--- src/rtl/wb_port_arbiter.sv ---
// Register-file write-port arbiter: pipeline write-back has priority, MDU results
// wait in a small FIFO, and a starvation counter forces a one-cycle drain stall.
module wb_port_arbiter #(
    parameter int DATA_WIDTH   = 32,
    parameter int ADDR_WIDTH   = 5,
    parameter int FIFO_DEPTH   = 2,
    parameter int STARVE_LIMIT = 4
) (
    input  logic                  clk,
    input  logic                  rst_n,
    input  logic                  pipe_wb_valid,
    input  logic [ADDR_WIDTH-1:0] pipe_wb_rd,
    input  logic [DATA_WIDTH-1:0] pipe_wb_data,
    output logic                  pipe_stall,
    input  logic                  mdu_valid,
    output logic                  mdu_ready,
    input  logic [ADDR_WIDTH-1:0] mdu_rd,
    input  logic [DATA_WIDTH-1:0] mdu_data,
    output logic                  rf_we,
    output logic [ADDR_WIDTH-1:0] rf_waddr,
    output logic [DATA_WIDTH-1:0] rf_wdata
);
    localparam int PTR_W = $clog2(FIFO_DEPTH);
    localparam int CNT_W = $clog2(STARVE_LIMIT + 1);
    localparam logic [PTR_W:0]   DEPTH_C    = (PTR_W + 1)'(FIFO_DEPTH);
    localparam logic [CNT_W-1:0] LIMIT_M1_C = CNT_W'(STARVE_LIMIT - 1);

    typedef enum logic {S_NORMAL, S_DRAIN} state_t;

    state_t                state_q, state_d;
    logic [CNT_W-1:0]      starve_q, starve_d;
    logic [PTR_W-1:0]      wr_ptr_q, wr_ptr_d;
    logic [PTR_W-1:0]      rd_ptr_q, rd_ptr_d;
    logic [PTR_W:0]        count_q, count_d;
    logic                  pipe_stall_q, pipe_stall_d;
    logic                  rf_we_q, rf_we_d;
    logic [ADDR_WIDTH-1:0] rf_waddr_q, rf_waddr_d;
    logic [DATA_WIDTH-1:0] rf_wdata_q, rf_wdata_d;

    logic [ADDR_WIDTH-1:0] rd_mem   [FIFO_DEPTH];
    logic [DATA_WIDTH-1:0] data_mem [FIFO_DEPTH];

    logic                  fifo_empty, fifo_full, push, pop;
    logic                  grant_pipe, grant_fifo;
    logic [ADDR_WIDTH-1:0] grant_rd;
    logic [DATA_WIDTH-1:0] grant_data;

    assign fifo_empty = (count_q == '0);
    assign fifo_full  = (count_q == DEPTH_C);
    // Acceptance depends only on start-of-cycle occupancy, so a same-cycle pop never frees a slot early.
    assign push       = mdu_valid && !fifo_full;
    assign pop        = grant_fifo;

    assign mdu_ready  = !fifo_full;
    assign pipe_stall = pipe_stall_q;
    assign rf_we      = rf_we_q;
    assign rf_waddr   = rf_waddr_q;
    assign rf_wdata   = rf_wdata_q;

    always_comb begin
        state_d      = state_q;
        starve_d     = starve_q;
        pipe_stall_d = 1'b0;
        grant_pipe   = 1'b0;
        grant_fifo   = 1'b0;
        case (state_q)
            S_NORMAL: begin
                if (pipe_wb_valid) begin
                    grant_pipe = 1'b1;
                end else if (!fifo_empty) begin
                    grant_fifo = 1'b1;
                end
                if (grant_pipe && !fifo_empty) begin
                    if (starve_q == LIMIT_M1_C) begin
                        state_d      = S_DRAIN;
                        starve_d     = '0;
                        pipe_stall_d = 1'b1;
                    end else begin
                        starve_d = starve_q + CNT_W'(1);
                    end
                end else begin
                    starve_d = '0;
                end
            end
            S_DRAIN: begin
                // The pipeline is stalled and will re-present its entry, so its valid is ignored here.
                grant_fifo = !fifo_empty;
                state_d    = S_NORMAL;
                starve_d   = '0;
            end
            default: begin
                state_d  = S_NORMAL;
                starve_d = '0;
            end
        endcase
    end

    always_comb begin
        grant_rd   = grant_pipe ? pipe_wb_rd   : rd_mem[rd_ptr_q];
        grant_data = grant_pipe ? pipe_wb_data : data_mem[rd_ptr_q];
        rf_we_d    = (grant_pipe || grant_fifo) && (grant_rd != '0);
        rf_waddr_d = rf_waddr_q;
        rf_wdata_d = rf_wdata_q;
        if (grant_pipe || grant_fifo) begin
            rf_waddr_d = grant_rd;
            rf_wdata_d = grant_data;
        end
    end

    always_comb begin
        wr_ptr_d = push ? wr_ptr_q + PTR_W'(1) : wr_ptr_q;
        rd_ptr_d = pop  ? rd_ptr_q + PTR_W'(1) : rd_ptr_q;
        count_d  = count_q;
        case ({push, pop})
            2'b10:   count_d = count_q + (PTR_W + 1)'(1);
            2'b01:   count_d = count_q - (PTR_W + 1)'(1);
            default: count_d = count_q;
        endcase
    end

    always_ff @(posedge clk) begin
        if (push) begin
            rd_mem[wr_ptr_q]   <= mdu_rd;
            data_mem[wr_ptr_q] <= mdu_data;
        end
    end

    always_ff @(posedge clk or negedge rst_n) begin
        if (!rst_n) begin
            state_q      <= S_NORMAL;
            starve_q     <= '0;
            wr_ptr_q     <= '0;
            rd_ptr_q     <= '0;
            count_q      <= '0;
            pipe_stall_q <= 1'b0;
            rf_we_q      <= 1'b0;
            rf_waddr_q   <= '0;
            rf_wdata_q   <= '0;
        end else begin
            state_q      <= state_d;
            starve_q     <= starve_d;
            wr_ptr_q     <= wr_ptr_d;
            rd_ptr_q     <= rd_ptr_d;
            count_q      <= count_d;
            pipe_stall_q <= pipe_stall_d;
            rf_we_q      <= rf_we_d;
            rf_waddr_q   <= rf_waddr_d;
            rf_wdata_q   <= rf_wdata_d;
        end
    end
endmodule

--- config.mk ---
export PLATFORM = sky130hd
export DESIGN_NAME = wb_port_arbiter
export DESIGN_NICKNAME = d
export VERILOG_FILES = /design/src/rtl/wb_port_arbiter.sv
export SDC_FILE = /design/constraint.sdc
export NUM_CORES = 1
export LEC_CHECK = 0
export ABC_AREA = 1
export CAP_MARGIN = 20
export CELL_PAD_IN_SITES_DETAIL_PLACEMENT = 0
export CELL_PAD_IN_SITES_GLOBAL_PLACEMENT = 1
export CORE_MARGIN = 1
export CORE_UTILIZATION = 42
export DETAILED_ROUTE_END_ITERATION = 10
export GPL_TIMING_DRIVEN = 0
export PLACE_DENSITY_LB_ADDON = 0.1
export SYNTH_ARGS = -nofsm -noshare
export SYNTH_HDL_FRONTEND = slang
export SYNTH_SLANG_ARGS = --single-unit
--- constraint.sdc ---
create_clock -name clk -period 4.85 [get_ports clk]
set_clock_uncertainty 0.1 [all_clocks]
set_input_delay 0.97 -clock clk [delete_from_list [all_inputs] [get_ports clk]]
set_output_delay 0.97 -clock clk [all_outputs]
set_load 0.03 [all_outputs]
==> metrics.txt <==
setup bufs post-CTS=0; RSZ-0062 raised after global routing=false; clk sinks=120; area grow syn2layout=42.5%; Final setup viols=0; Tmin final=2.87 ns; fill cell count=887; dpl cells=618; CP arrival=1.80 ns; Async S/R FF share, synth=38.3%; area share of the largest cell type after synthesis=46.8%; sw power=1.38 mW; vias in the first global route=3271; mux contribution to synthesized area=2.95%; # diodes=0; Post-CTS Resized=0; Overall Global Routing Usage=19.4%; compound-gate portion of the synthesized area=9.55%; H-tree Lvls=4; Cell Rows=38; gpl congestion=0.728; most frequent cells after synthesis=74 x edfxtp_1, 73 x nand2_1, 46 x dfrtp_1, 25 x nor2_1, 22 x o211ai_1; Power Dens Cells=620 nW/um^2; Hold WS=0.350 ns; Post-DRT Antenna Nets=0; Pre-antenna DRT Iters=5; crit start category=flop; post-placement cell area=6160 sq um; outcome=finished, final reports clean; syn_nets=438; crit-path max FO=5; wire length per cell=15.8 um; total CTS buffers=17; CTS clk-pin slew, worst paths=0.05 ns; combinational family with the most area after synthesis=simple AND/OR/NAND/NOR gates; post-route clock period utilization=59.3%; maximum clock insertion buffer count=2; most used flip-flop cell after synthesis=edfxtp_1; core area=10900 sq um; required time worst endpoint=3.78 ns; Detailed Route Iter0 Violations=150; initial antenna violation count=0; Mapped Cells=358; share of cells above drive strength 1=17.1%; initial core utilization=43.4%; first-pass GRT wire length=16.5 mm; CTS tree=yes; sequential fraction of the synthesis area=71.1%; cts hold-fix bufs=0; chip width=108 um; synthesized area=4740 sq um; total chip power=4.19 mW; largest net degree at the start of global routing=28; NumNets Final=577; Power Internal=2.81 mW; register bit total from synthesis=120; Root Buffer=clkbuf_16; final wirelength=10.3 mm; area of the multi-input gates=1230 sq um; Simple-Gate Fraction of Synth Area=12.1%; VDD IR-drop max=0.278 mV; Clock Latency Late Sink=0.40 ns; Overflow after GRT=0; I/O pin total=118; xor and xnor area share after synthesis=0.554%; most common cell in the netlist=edfxtp_1; Max-cap violations=0; via density per instance=4.89; Die Ht=108 um; Hold Violations, Final=0; Gate power share=33.3%; DRC viols=0; syn avg cell area=13.2 sq um; Leak=2.61 nW; Synth cell types=25; Worst Setup Path Type=reg2out; Post-Layout Cell Count=650; CP Capture Type=output port; Worst-Margin Slew=0.543 ns; adder-cell area share of the yosys netlist=0.528%; Final Instance Area=6760 sq um; setup_tns=0 ns; port bufs=117; Peak Freq=348 MHz; via count=3178; area leader, netlist=edfxtp_1; switching share of total power=33.0%; Reg area=3370 sq um; die area=11700 sq um; Slew headroom=63.8%; Reg power frac=36.8%; worst hold path type=reg2reg; pins over their slew limit=0; EDFF count, synth=74; ranking of synthesized cells by area=edfxtp_1 47%, dfrtp_1 24%, nand2_1 5.8%; Ys Warns=0; placed wire-length estimate=7.15 mm; clock power share=29.9%
-- worst max-delay path: stages, from the launching register on --
cell	delay (ns)
dfrtp_1	0.45
or2_2	0.35
clkdlybuf4s50_1	0.61
-- cell type report --
class                      instances  share of cell area (%)
buffer                            18                    1.57
clock buffer                      21                    6.66
clock inverter                    11                    2.20
inverter                          12                   0.703
multi-input combinational        208                    18.2
sequential                       120                    49.9
tap                              140                    2.59
timing repair buffer             120                    18.1
-- kinds of logic (layout without fill, tap and decap cells) --
| kind of cell | count (synthesis) | count (layout) |
|---|---|---|
| simple gates | 129 | 129 |
| flops | 120 | 120 |
| compound gates | 60 | 60 |
| buf+inv | 30 | 182 |
| mux | 14 | 14 |
| xor+xnor | 3 | 3 |
| fa+ha+maj | 2 | 2 |
-- cell usage in the layout, fill, tap and decap left out, types with 4 or more instances in the layout --
master / synthesis / layout
a31oi_1: 18 / 18
buf_2: 10 / 11
clkbuf_1: 4 / 7
clkbuf_16: 0 / 17
clkdlybuf4s50_1: 0 / 116
dfrtp_1: 46 / 46
edfxtp_1: 74 / 74
inv_1: 7 / 7
inv_2: 4 / 4
mux2i_1: 14 / 14
nand2_1: 73 / 73
nand3_1: 6 / 6
nor2_1: 25 / 23
nor2_4: 3 / 5
o211ai_1: 22 / 22
o211ai_2: 10 / 10
o21ai_0: 8 / 8
or2_2: 19 / 19
-- power groups by stage --
stage / clock network [mW] / logic, mW / registers [mW]
after floorplan: 0 / 0.560 / 1.83
after global placement: 0 / 1.36 / 1.57
after detailed placement: 0 / 1.42 / 1.56
after CTS: 1.27 / 1.42 / 1.55
after global routing: 1.32 / 1.52 / 1.57
final: 1.25 / 1.40 / 1.54
-- through the flow --
step                worst slack, ns  utilization [%]
floorplan                      1.67                -
global placement              0.126             55.7
detailed placement             1.99             56.3
CTS                            1.96             61.8
global route                   1.93             61.8
finish                         1.98             61.8
-- layer usage --
| metal | global-route usage, % | part of all wire, % |
|---|---|---|
| met2 | 33.5 | 52 |
| met3 | 4.52 | 4.1 |
| met4 | 7.82 | 1.2 |
| met1 | 23.6 | 43 |
| met5 | 0 | 0 |
-- path summary, 6_finish.rpt --
path	cells after the start	slack, ns	startpoint	endpoint
max reg2reg	6	2.94	count_q[0]$_DFFE_PN0P_	count_q[1]$_DFFE_PN0P_
max	2	1.98	count_q[0]$_DFFE_PN0P_	mdu_ready
min	1	0.35	starve_q[0]$_DFF_PN0_	starve_q[0]$_DFF_PN0_
max in group asynchronous	2	3.66	rst_n	rf_wdata[20]$_DFFE_PN0P_
min in group asynchronous	1	0.44	rst_n	rf_waddr[4]$_DFFE_PN0P_
min reg2reg	1	0.35	starve_q[0]$_DFF_PN0_	starve_q[0]$_DFF_PN0_
-- sequential cells by signal, indices dropped and copies added, names as in the netlist --
| register | flops |
|---|---|
| data_mem | 64 |
| rf_wdata | 32 |
| rd_mem | 10 |
| rf_waddr | 5 |
| starve_q | 3 |
| count_q | 2 |
| pipe_stall | 1 |
| rd_ptr_q | 1 |
| rf_we | 1 |
| wr_ptr_q | 1 |
Power figures use the tool's default switching activity.
